[src/rtl/joypad_serial_responder.sv]
// joypad_serial_responder: controller-port parallel-in/serial-out responder; JOYPAD_TURBO_EN adds turbo on bits 0/1
module joypad_serial_responder #(
  parameter int NUM_BITS = 8,
  parameter int SYNC_STAGES = 2,
  parameter int FILL_VALUE = 1,
`ifdef JOYPAD_TURBO_EN
  parameter int TURBO_LATCHES = 2,
`endif
  localparam int CW = $clog2(NUM_BITS + 1)
)(
  input  logic                CLK,
  input  logic                n_RES,
  input  logic                OUT0_Pad,
  input  logic                nIN_Pad,
  input  logic [NUM_BITS-1:0] buttons,
`ifdef JOYPAD_TURBO_EN
  input  logic [1:0]          turbo,
`endif
  output logic                nD_Pad,
  output logic [CW-1:0]       bit_cnt
);
  typedef enum logic [1:0] {IDLE, LOAD, SHIFT, EXHAUSTED} state_t;
  localparam logic FILL = 1'(FILL_VALUE);
  state_t state, state_n;
  logic [SYNC_STAGES-1:0] str_sync, nin_sync;
  logic str_s, nin_s, str_d, nin_d, nin_rise, str_fall, shift;
  logic [NUM_BITS-1:0] shreg, shreg_n, load_val;
  logic [CW-1:0] bit_cnt_n;
  assign str_s    = str_sync[SYNC_STAGES-1];
  assign nin_s    = nin_sync[SYNC_STAGES-1];
  assign nin_rise = nin_s & ~nin_d;
  assign str_fall = ~str_s & str_d;
  // strobe wins over a coincident read edge
  assign shift    = ~str_s & nin_rise;
  always_ff @(posedge CLK or negedge n_RES)
    if (!n_RES) begin
      str_sync <= '0;
      nin_sync <= '1;
      str_d    <= 1'b0;
      nin_d    <= 1'b1;
    end else begin
      str_sync <= {str_sync[SYNC_STAGES-2:0], OUT0_Pad};
      nin_sync <= {nin_sync[SYNC_STAGES-2:0], nIN_Pad};
      str_d    <= str_s;
      nin_d    <= nin_s;
    end
`ifdef JOYPAD_TURBO_EN
  localparam int LW = $clog2(TURBO_LATCHES + 1);
  logic [LW-1:0] latch_cnt;
  logic toggle;
  always_ff @(posedge CLK or negedge n_RES)
    if (!n_RES) begin
      latch_cnt <= '0;
      toggle    <= 1'b1;
    end else if (str_fall) begin
      latch_cnt <= (latch_cnt == LW'(TURBO_LATCHES - 1)) ? '0 : latch_cnt + 1'b1;
      toggle    <= (latch_cnt == LW'(TURBO_LATCHES - 1)) ? ~toggle : toggle;
    end
  always_comb begin
    load_val      = buttons;
    load_val[1:0] = buttons[1:0] & (~turbo | {2{toggle}});
  end
`else
  always_comb load_val = buttons;
`endif
  always_comb begin
    shreg_n   = str_s ? load_val : shift ? {FILL, shreg[NUM_BITS-1:1]} : shreg;
    bit_cnt_n = str_s ? '0 : (shift && bit_cnt != CW'(NUM_BITS)) ? bit_cnt + 1'b1 : bit_cnt;
    state_n   = str_s ? LOAD :
                (state == LOAD && str_fall) ? SHIFT :
                (state == SHIFT && bit_cnt_n == CW'(NUM_BITS)) ? EXHAUSTED : state;
  end
  always_ff @(posedge CLK or negedge n_RES)
    if (!n_RES) begin
      state   <= IDLE;
      shreg   <= '0;
      bit_cnt <= '0;
      nD_Pad  <= 1'b1;
    end else begin
      state   <= state_n;
      shreg   <= shreg_n;
      bit_cnt <= bit_cnt_n;
      nD_Pad  <= ~shreg[0];
    end
endmodule

[config.mk]
export PLATFORM = sky130hd
export DESIGN_NAME = joypad_serial_responder
export DESIGN_NICKNAME = d
export VERILOG_FILES = /design/src/rtl/joypad_serial_responder.sv
export SDC_FILE = /design/constraint.sdc
export NUM_CORES = 1
export LEC_CHECK = 0
export BUFFER_PORTS_ARGS = -buffer_cell sky130_fd_sc_hd__buf_2
export CORE_MARGIN = 2
export CORE_UTILIZATION = 38
export CTS_BUF_LIST = sky130_fd_sc_hd__clkbuf_4 sky130_fd_sc_hd__clkbuf_8
export DETAILED_ROUTE_END_ITERATION = 16
export HOLD_SLACK_MARGIN = 0.15
export SYNTH_ARGS = -nofsm -noshare
export SYNTH_HDL_FRONTEND = slang
export SYNTH_SLANG_ARGS = --single-unit
[constraint.sdc]
create_clock -name CLK -period 1.65 [get_ports CLK]
set_input_delay 0.33 -clock CLK [delete_from_list [all_inputs] [get_ports CLK]]
set_output_delay 0.33 -clock CLK [all_outputs]
set_load 0.02 [all_outputs]
**Word-level counts from Yosys, hierarchy flattened**

Index checks and enable logic that the tools add are counted.

- Register bits after elaboration: 18
- Memories: 0
- Memory bits (read-only): 0
- Bits in latches: 0
- Memory bits (writable): 0
- Input bits: 12

- Equality and inequality tests: 1
- Multiplexer cells: 4
- Reduce and logical (&&, ||, !) cells: 3
- Magnitude comparators: 0
- Shift-type cells: 0
- Divide/modulo/power cells: 0
- Multipliers: 0
- Add/sub/neg operators: 1
- Bitwise logic cells: 5

Operators with widths:

| cell | number |
|---|---|
| $mux W8 | 2 |
| $mux W4 | 2 |
| $add A4 B1 Y4 const B | 1 |
| $ne A4 B4 Y1 const B | 1 |
| $reduce_bool A2 Y1 | 2 |
| $not A1 Y1 | 3 |
| $and A1 B1 Y1 | 2 |
| $logic_and A1 B1 Y1 | 1 |

**Logic depth before layout (Yosys ltp)**

Gate-level depths: netlist of the first run.

- Depth after elaboration: 6
- Depth in mapped cells: 5

**Least setup slack after synthesis of the first run**

No wires, ideal clock.

- Path type: register to register
- From: register bit_cnt[0]
- To: register bit_cnt[0]
- Data required time: 1525 ps
- Buffers on the path: 0
- Setup slack: 177 ps
- Stages on the path, launching flop included: 5
- Period minus slack after synthesis: 1473 ps
- Arrival time: 1348 ps
- Cells stage by stage: dfrtp_1 inv_1 ha_1 a31oi_2 mux2_2

- Word-level cells in the longest chain between the ends: 3
- Elaborated cells between the ends (all ways): 6
- Classes of those cells: 1 x add/sub; 1 x eq/ne; 2 x mux; 2 x reduce/logical

RTL lines:

| element | line | source |
|---|---|---|
| start, declared | 20 | `output logic [CW-1:0] bit_cnt` |
| start signal, assigned | 82 | `bit_cnt <= bit_cnt_n;` |
| $add A4 B1 Y4 / $ne A4 B4 Y1 (equally long branches) | 68 | `bit_cnt_n = str_s ? '0 : (shift && bit_cnt != CW'(NUM_BITS)) ? bit_cnt + 1'b1 : bit_cnt;` |
| $mux W4 / $logic_and A1 B1 Y1 (equally long branches) | 68 |  |
| $mux W4 / $reduce_bool A2 Y1 (equally long branches) | -- |  |

Several ways; a longest one is shown, not always the timed one. The select of a mux whose other input is x is not followed.
A chain may end at the register's enable or synchronous reset.

**Final worst setup path of the first run**

Same ends and word-level chain as after synthesis.

==> impl_results.md, run 1 <==
* Maximum VDD drop at 499.5 uV
* Cells after Synth at 68
* Hold Startpoint: buttons[5]
* Comb power frac at 0.116
* Largest net degree at the start of global routing at 19
* Hold Path Class: in -> reg
* Post-DP HPWL at approximately 840 um
* Worst slew pin tran at a little under 0.4 ns
* Die Ht at ~49 um
* Sw Share at 0.2337
* Final Setup Violations at 0
* Die ar. at between 2000 and 2500 um^2
* Crit Reg-Reg Startpoint: bit_cnt[0]
* H-tree Lvls at 1
* Final instance area at between 900 and 1000 um^2
* # resized after CTS at 0
* R2R Setup Slk at ~0.24 ns
* Drt total wl at approximately 1200 um
* Hold Crit Endpoint: shreg[5]
* Clock tree from TritonCTS: done
* Via Count at about 520
* P_int at approximately 640 uW
* Final Worst Setup Slack at between 0.2 and 0.25 ns
* Grt ovf at 0
* Final worst-path cycle share at 0.8541
* Slew headroom at 0.7402
* Post-synth design cell area at ~780 um^2
* Xor-xnor portion of the synthesized cell area at 0
* Number of buffers created by CTS at 3
* Vias in the first global route at approximately 480
* RSZ-0062 raised after global routing: no
* Arrival time at the worst endpoint at roughly 1.6 ns
* ANT cells at 0
* Clock Power Share at 0.284
* Hold path cells at 3
* Antenna violations before repair at 0
* Overall Global Routing Usage at 0.1136
* Clock tree buffer depth at 2
* Synth Register Bits at 18
* Total iterations of the first detailed-routing run at 2
* Crit path kind: reg -> reg
* Clk_lat worst skew at just under 0.3 ns
* Fin. max-slew vios at 0
* CP endpoint kind: flip-flop
* Clock Skews at 0.01235 ns
* Seq/Total Area, Yosys at 0.5862
* Max FO, Critical Path at 5
* Minimum clock period at 1.409 ns
* Layout cells sized above 1 at 0.3146
* Seq pwr share at 0.600
* Cell Area, Placed at 879.6 um^2
* Required @ worst endpoint at around 1.8 ns
* Residual DRC count at 0
* CP startpoint kind: flip-flop
* Reg2Reg Depth at 4
* Mux contribution to synthesized area at 0.1176
* Clk root buf: clkbuf_4
* Starting Density at 0.4001
* Distinct cell type count after synthesis at 19
* Status: finished, final reports clean
* Final Hold Fails at 0
* Compound-Gate Fraction of Synth Area at 0.1031
* Total negative slack at 0 ns
* Synthesis warning total at 0
* Port bufs at 16
* DRT iter0 DRCs at 2
* Adder-Cell Fraction of Synth Area at 0.03221
* Syn Area/Cell at 11.43 um^2
* First-pass GRT wire length at between 2000 and 2500 um
* Number of max-cap violations at 0
* Simple-Gate Fraction of Synth Area at 0.1176
* Pleak at about 0.00047 uW
* Core Rows at 16
* Layout area overhead at 20.93%
* Die width at 49.22 um
* Psw at a little under 200 uW
* Routed Antenna Nets at 0
* WHS at roughly 0.24 ns
* CTS sink cnt at 18
* WL per Instance at around 10 um
* Critical R2R Capture: bit_cnt[0]
* Pwr Density at ~880 nW/um^2
* Area of the core at 1942 um^2
* Largest family of logic cells by synthesized area: multiplexers
* Num ports at 17
* Setup slack after placement at around 0.26 ns
* Final #Nets at 104
* Finished Core Util at 0.4839
* Clock slew at reported path FFs at 0.10 ns
* Vias per std cell at ~4.5
* Synth Net Count at 82
* RD Place Congestion at ~0.75
* Fmax at ~0.71 GHz
-- critical path, stage by stage, from the launching register on --
cell	delay, ns
dfrtp_1	0.41
inv_1	0.08
ha_1	0.22
a31oi_2	0.24
mux2_2	0.35
-- registers in the layout, indices dropped and copies added, names as in the netlist --
name,flops
shreg,8
nin_sync,2
nin_d,1
bit_cnt,4
str_sync,2
nD_Pad,1
-- cells in the final DEF (no fill, tap or decap) --
| cell type | instances |
|---|---|
| inv_1 | 4 |
| nand3_1 | 2 |
| nand2b_1 | 2 |
| mux2_2 | 1 |
| mux2i_1 | 8 |
| a31oi_2 | 1 |
| a21oi_1 | 3 |
| or3_1 | 1 |
| buf_4 | 1 |
| dfstp_2 | 4 |
| nor2_1 | 3 |
| and2b_1 | 1 |
| ha_1 | 2 |
| a21o_1 | 1 |
| o21ai_0 | 9 |
| clkbuf_4 | 4 |
| nand2b_4 | 1 |
| buf_2 | 16 |
| dfrtp_1 | 14 |
| nand2_1 | 8 |
| dlygate4sd3_1 | 3 |
-- synthesized netlist by cell type, drive strengths merged --
| cell | n | share of area |
|---|---|---|
| clkbuf | 2 | 0.0097 |
| a31oi | 1 | 0.016 |
| a21o | 1 | 0.0097 |
| ha | 2 | 0.032 |
| or3 | 1 | 0.0081 |
| and2b | 1 | 0.0097 |
| mux2i | 8 | 0.10 |
| dfrtp | 14 | 0.45 |
| nor2 | 3 | 0.014 |
| nand2 | 8 | 0.039 |
| inv | 4 | 0.019 |
| mux2 | 1 | 0.014 |
| buf | 1 | 0.014 |
| nand3 | 2 | 0.013 |
| nand2b | 3 | 0.034 |
| dfstp | 4 | 0.14 |
| o21ai | 9 | 0.058 |
| a21oi | 3 | 0.019 |
-- power by group through the flow --
stage	registers [uW]	clock network [uW]	logic, uW
after floorplan	507	0	55.1
after global placement	506	0	91.6
after detailed placement	507	0	91.9
after CTS	498	243	97.9
after global routing	503	273	110
final	498	235	95.9
-- through the flow --
stage,cells,total power [uW]
6_report,116,829.1
2_1_floorplan,68,562.6
5_1_grt,116,884.7
3_3_place_gp,109,597.3
4_1_cts,116,838.7
3_5_place_dp,109,598.6
-- how the worst max path moves through the flow --
stage,startpoint,end,slack [ns]
finish,bit_cnt[0],bit_cnt[0],0.24
global route,bit_cnt[0],bit_cnt[0],0.18
CTS,bit_cnt[0],bit_cnt[0],0.24
detailed placement,bit_cnt[0],bit_cnt[0],0.26
global placement,bit_cnt[0],bit_cnt[0],0.29
floorplan,bit_cnt[0],bit_cnt[0],0.18
-- metal layers --
| metal | GRT usage | routed length (um) | share of wire | vias to the layer above |
|---|---|---|---|---|
| met2 | 0.1577 | 494 | 0.42 | 12 |
| li1 | - | - | - | 270 |
| met5 | 0 | 0 | 0 | - |
| met1 | 0.1510 | 597 | 0.51 | 232 |
| met4 | 0.1000 | 29 | 0.025 | 0 |
| met3 | 0.01840 | 47 | 0.040 | 4 |
-- final cells by class --
type                       instances  area [um^2]
inverter                           4        15.01
timing repair buffer              20        117.6
fill                             192         1002
multi-input combinational         43        287.8
clock buffer                       4        30.03
tap                               27        33.78
sequential                        18        455.4
-- cells by family (layout without fill, tap and decap cells) --
kind of cell | after synthesis | count (layout)
compound gates | 14 | 14
simple gates | 18 | 18
fa+ha+maj | 2 | 2
buf+inv | 7 | 28
flops | 18 | 18
mux | 9 | 9
-- timing repair --
item / CTS / global route
hold buffers: 3 / 0
buffers inserted: 0 / 0
endpoints found under the setup margin: 0 / 0
hold endpoints to repair: 16 / 0
(Power assumes the default switching activity.)
==> run 2, diff against run 1 <==
--- a/config.mk
+++ b/config.mk
@@ -7,10 +7,13 @@
 export LEC_CHECK = 0
 export BUFFER_PORTS_ARGS = -buffer_cell sky130_fd_sc_hd__buf_2
 export CORE_MARGIN = 2
-export CORE_UTILIZATION = 38
+export CORE_UTILIZATION = 54
 export CTS_BUF_LIST = sky130_fd_sc_hd__clkbuf_4 sky130_fd_sc_hd__clkbuf_8
 export DETAILED_ROUTE_END_ITERATION = 16
 export HOLD_SLACK_MARGIN = 0.15
+export MAX_ROUTING_LAYER = met4
+export PLACE_DENSITY = 0.79
+export SETUP_SLACK_MARGIN = 0.2
 export SYNTH_ARGS = -nofsm -noshare
 export SYNTH_HDL_FRONTEND = slang
 export SYNTH_SLANG_ARGS = --single-unit
==> impl_results.md, run 2 (synthesis results as in run 1) <==
* Finished Core Util at 0.6971 (+0.2132)
* ANT cells at 0 (unchanged)
* Largest register FFs at 8 (unchanged)
* Drt total wl at 1205 um (+3.2%)
* Clock Skews at 0.008334 ns (-0.004013 ns)
* H-tree Lvls at 1 (unchanged)
* Commonest non-fill, non-tap cell in the layout: buf_2
* Arrival time at the worst endpoint at 1.57 ns (about the same)
* WL per Instance at 11.70 um (+16%)
* Port bufs at 16 (unchanged)
* Number of buffers created by CTS at 3 (unchanged)
* Routed Antenna Nets at 0 (unchanged)
* First-pass GRT wire length at 2097 um (+2.3%)
* Die Ht at 41.93 um (-15%)
* # resized after CTS at 0 (unchanged)
* Residual DRC count at 0 (unchanged)
* Total iterations of the first detailed-routing run at 4 (+2)
* Final Setup Violations at 0 (unchanged)
* Final Worst Setup Slack at 0.2619 ns (+0.02120 ns)
* Worst slew pin tran at 0.5533 ns (+0.1636 ns)
* Largest net degree at the start of global routing at 23 (+4)
* Hold_buf cts at 3 (unchanged)
* Critical path, cell by cell: inv_1 -> ha_1 -> a31oi_2 -> mux2_2
* Grt ovf at 0 (unchanged)
* Maximum VDD drop at 526.8 uV (+5.5%)
* Final #Nets at 103 (-0.96%)
* DRT iter0 DRCs at 5 (+3)
* Via Count at 515 (-0.58%)
* RD Place Congestion at 0.7237 (-4.0%)
* Overall Global Routing Usage at 0.1588 (+0.04521)
* Layout area overhead at 18.20%
* Clock tree buffer depth at 2 (unchanged)
* Number of max-cap violations at 0 (unchanged)
* Pleak at 0.0004600 uW (-1.3%)
* Buf/Inv on CP at 1 (unchanged)
* Antenna violations before repair at 0 (unchanged)
* RSZ-0062 raised after global routing: no
* Slew headroom at 0.6311 (-0.1091)
* Final Hold Fails at 0 (unchanged)
* Largest Register: shreg
* Status: finished, final reports clean
* Hold Path Class: in -> reg
* Vias per std cell at 5.000 (+12%)
* Die ar. at 1758 um^2 (-27%)
* Slowest stage delay, CP at 0.40 ns (about the same)
* CP max stage cell: dfrtp_2
* Top flop regs: shreg (8), bit_cnt (4)
* Crit path kind: reg -> reg
* Core Rows at 13 (-3)
* CP top delay family: flip-flops
* Clock slew at reported path FFs at 0.10 ns (about the same)
* Num ports at 17 (unchanged)
* Vias in the first global route at 475 (-0.84%)
* WHS at 0.2445 ns (+0.007628 ns)
* Clock tree from TritonCTS: done
* Clk root buf: clkbuf_4
* Layout cells sized above 1 at 0.3182 (+0.003575)
* Final worst-path cycle share at 0.8413 (-0.01285)
* Clk_lat worst skew at 0.28 ns (about the same)
* Starting Density at 0.5897 (+0.1896)
* Fin. max-slew vios at 0 (unchanged)
* CTS sink cnt at 18 (unchanged)
* Fmax at 0.7204 GHz (+1.5%)
* Required @ worst endpoint at 1.83 ns (about the same)
* Setup slack after placement at 0.2872 ns (+0.02486 ns)
* Area of the core at 1318 um^2 (-32%)
* Max FO, Critical Path at 5 (unchanged)
* Total negative slack at 0 ns (unchanged)
* Die width at 41.93 um (-15%)
* Pwr Density at 901.5 nW/um^2 (+2.2%)
* CP startpoint kind: flip-flop
* Minimum clock period at 1.388 ns (-0.02120 ns)
* Commonest cells after routing, fill and taps aside: buf_2, dfrtp_1, o21ai_0
* Post-DP HPWL at 838.7 um (-0.37%)
* Post-CTS Setup Inserts at 0 (unchanged)
* CP endpoint kind: flip-flop
## run 2: worst min-delay path, stage by stage
cell and delay [ns]:
buf_2 0.07, nand2_1 0.04, o21ai_0 0.05
## run 2: per-layer routing
metal / up-vias / track usage / share of wire
met2: 15 / 0.2500 / 0.46
met1: 230 / 0.2125 / 0.47
li1: 266 / - / -
met5: - / - / 0
met4: 0 / 0.04516 / 0.026
met3: 4 / 0.02609 / 0.043
## run 2: final cells by class
| class | count | area [um^2] |
|---|---|---|
| Inverter | 4 | 15.01 |
| Multi-Input combinational cell | 43 | 287.8 |
| Timing Repair Buffer | 19 | 110.1 |
| Clock buffer | 4 | 30.03 |
| Tap cell | 15 | 18.77 |
| Fill cell | 95 | 399.1 |
| Sequential cell | 18 | 456.7 |
## run 2: final timing paths
| check | start | endpoint | slack (ns) | depth (start not counted) |
|---|---|---|---|---|
| max in group asynchronous | n_RES | nin_sync[0] | 0.84 | 2 |
| setup / recovery | bit_cnt[0] | bit_cnt[0] | 0.26 | 4 |
| hold reg to reg | str_sync[0] | str_sync[1] | 0.36 | 0 |
| min in group asynchronous | n_RES | bit_cnt[2] | 0.49 | 2 |
| setup reg to reg | bit_cnt[0] | bit_cnt[0] | 0.26 | 4 |
| hold / removal | buttons[7] | shreg[7] | 0.24 | 3 |
## run 2: where the power goes
part / switching [uW] / leakage, uW / internal, uW
logic: 45.6 / 0.000226 / 46.2
registers: 23.7 / 0.000216 / 478
clock network: 125 / 0.0000184 / 110
## run 2: per-stage QoR
step | std cells | area, um^2 | power [uW]
after detailed placement | 96 | 858.3 | 597.5
after global placement | 96 | 858.3 | 593.9
after floorplan | 68 | 778.2 | 563.0
after CTS | 103 | 918.4 | 833.6
final | 103 | 918.4 | 827.9
after global routing | 103 | 918.4 | 870.6
==> run 3, diff against run 2 <==
==> constraint.sdc (replaced) <==
create_clock -name CLK -period 1.45 [get_ports CLK]
set_input_delay 0.29 -clock CLK [delete_from_list [all_inputs] [get_ports CLK]]
set_output_delay 0.29 -clock CLK [all_outputs]
set_load 0.02 [all_outputs]
==> impl_results.md, run 3 (synthesis results as in run 1) <==
* Arrival time at the worst endpoint at 1.44 ns (-0.13 ns)
* Starting Density at 0.5897 (unchanged)
* RSZ-0062 raised after global routing: yes
* Fmax at 0.7968 GHz (+11%)
* Num ports at 17 (unchanged)
* Grt ovf at 0 (unchanged)
* Commonest non-fill, non-tap cell in the layout: buf_2
* Final Hold Fails at 0 (unchanged)
* Crit path kind: reg -> reg
* Top flop regs: shreg (8), bit_cnt (4)
* Clk root buf: clkbuf_4
* Total negative slack at 0 ns (unchanged)
* Slew headroom at 0.7391 (+0.1079)
* Vias per std cell at 5.045 (+0.90%)
* Final #Nets at 111 (+7.8%)
* WHS at 0.1971 ns (-0.04736 ns)
* Area of the core at 1318 um^2 (unchanged)
* Die Ht at 41.93 um (unchanged)
* Largest net degree at the start of global routing at 19 (-17%)
* Max FO, Critical Path at 6 (+1)
* Number of max-cap violations at 0 (unchanged)
* CTS sink cnt at 18 (unchanged)
* Final worst-path cycle share at 0.8655 (+0.02426)
* Final Setup Violations at 0 (unchanged)
* DRT iter0 DRCs at 7 (+2)
* Required @ worst endpoint at 1.63 ns (-0.20 ns)
* Hold Path Class: in -> reg
* RD Place Congestion at 0.7194 (-0.59%)
* Die width at 41.93 um (unchanged)
* Antenna violations before repair at 0 (unchanged)
* Worst slew pin tran at 0.3914 ns (-0.1619 ns)
* CP endpoint kind: flip-flop
* Via Count at 560 (+8.7%)
* Finished Core Util at 0.7664 (+0.06933)
* Clk_lat worst skew at 0.30 ns (+0.02 ns)
* First-pass GRT wire length at 2435 um (+16%)
* Layout area overhead at 29.95%
* Fin. max-slew vios at 0 (unchanged)
* Commonest cells after routing, fill and taps aside: buf_2, dfrtp_1, mux2i_1, nand2_1, buf_4
* Layout cells sized above 1 at 0.4167 (+0.09848)
* Drt total wl at 1391 um (+15%)
* Pleak at 0.0005013 uW (+9.0%)
* Overall Global Routing Usage at 0.1888 (+0.03001)
* Minimum clock period at 1.255 ns (-0.1331 ns)
* Clock tree from TritonCTS: done
* CP max stage cell: dfstp_2
* Critical path, cell by cell: nand2b_4 -> a31oi_4 -> mux2_4
* Largest register FFs at 8 (unchanged)
* Number of buffers created by CTS at 3 (unchanged)
* Core Rows at 13 (unchanged)
* Maximum VDD drop at 590.3 uV (+12%)
* Pwr Density at 1006 nW/um^2 (+12%)
* Vias in the first global route at 561 (+18%)
* Residual DRC count at 0 (unchanged)
* Post-DP HPWL at 890.8 um (+6.2%)
* Die ar. at 1758 um^2 (unchanged)
* Routed Antenna Nets at 0 (unchanged)
* Clock tree buffer depth at 2 (unchanged)
* WL per Instance at 12.53 um (+7.1%)
* Status: finished, final reports clean
* Clock slew at reported path FFs at 0.10 ns (about the same)
* Fillcell total at 89 (-6.3%)
* ANT cells at 0 (unchanged)
* Total iterations of the first detailed-routing run at 2 (-2)
* Clock Skews at 0.005668 ns (-0.002666 ns)
* Slowest stage delay, CP at 0.57 ns (+0.17 ns)
* CP startpoint kind: flip-flop
* Largest Register: shreg
* H-tree Lvls at 1 (unchanged)
* Port bufs at 16 (unchanged)
-- run 3: cell count changes in the layout (fill, tap and decap cells not counted), sizes merged --
| cell | previous run | this run |
|---|---|---|
| buf | 16 | 24 |
-- run 3: where the power goes --
group	internal, uW	total (uW)	switching (uW)
clock	153	309	155
combinational	75.1	142	67.2
sequential	544	565	21.3
-- run 3: metrics by stage --
stage | power (uW) | std cells | instance area, um^2 | setup WS (ns)
after floorplan | 646.2 | 68 | 794.5 | 0.1359
after global placement | 682.5 | 97 | 882.1 | 0.1746
after detailed placement | 689.8 | 97 | 882.1 | 0.1396
after CTS | 1011 | 110 | 996.0 | 0.1868
after global routing | 1059 | 111 | 1010 | 0.1523
final | 1016 | 111 | 1010 | 0.1950
-- run 3: layer usage --
layer,track usage,wire (um),vias up
li1,-,-,284
met1,0.2292,631,258
met2,0.3063,688,14
met3,0.02609,45,4
met4,0.09677,26,0
met5,-,0,-
-- run 3: path summary, 6_finish.rpt --
kind	startpoint	to	slack, ns	cells after the start
setup / recovery	nin_sync[1]	bit_cnt[0]	0.19	3
hold / removal	buttons[3]	shreg[3]	0.20	3
setup reg to reg	nin_sync[1]	bit_cnt[0]	0.19	3
hold reg to reg	str_sync[0]	str_sync[1]	0.36	0
max in group asynchronous	n_RES	nin_d	0.69	2
min in group asynchronous	n_RES	shreg[0]	0.43	2
-- run 3: final cells by class --
class	instances	area [um^2]	area share
clock buffers	4	36.28	0.03594
inverters	4	15.01	0.01487
flip-flops and latches	18	459.2	0.4548
multi-input cells	43	304.0	0.3011
repair buffers	27	176.4	0.1747
well taps	15	18.77	0.01859
-- run 3: critical path: cells and delay by family, from the launching register on --
family / cells / cell delay [ns]
flops: 1 / 0.57
mux: 1 / 0.31
compound gates: 1 / 0.17
simple gates: 1 / 0.09
-- run 3: what timing repair did --
item | in CTS | in global routing
pin swaps | 0 | 2
hold buffers | 3 | 0
endpoints found under the hold margin | 16 | 0
endpoints found under the setup margin | 4 | 11
buffers inserted | 6 | 1
resized for setup | 1 | 7
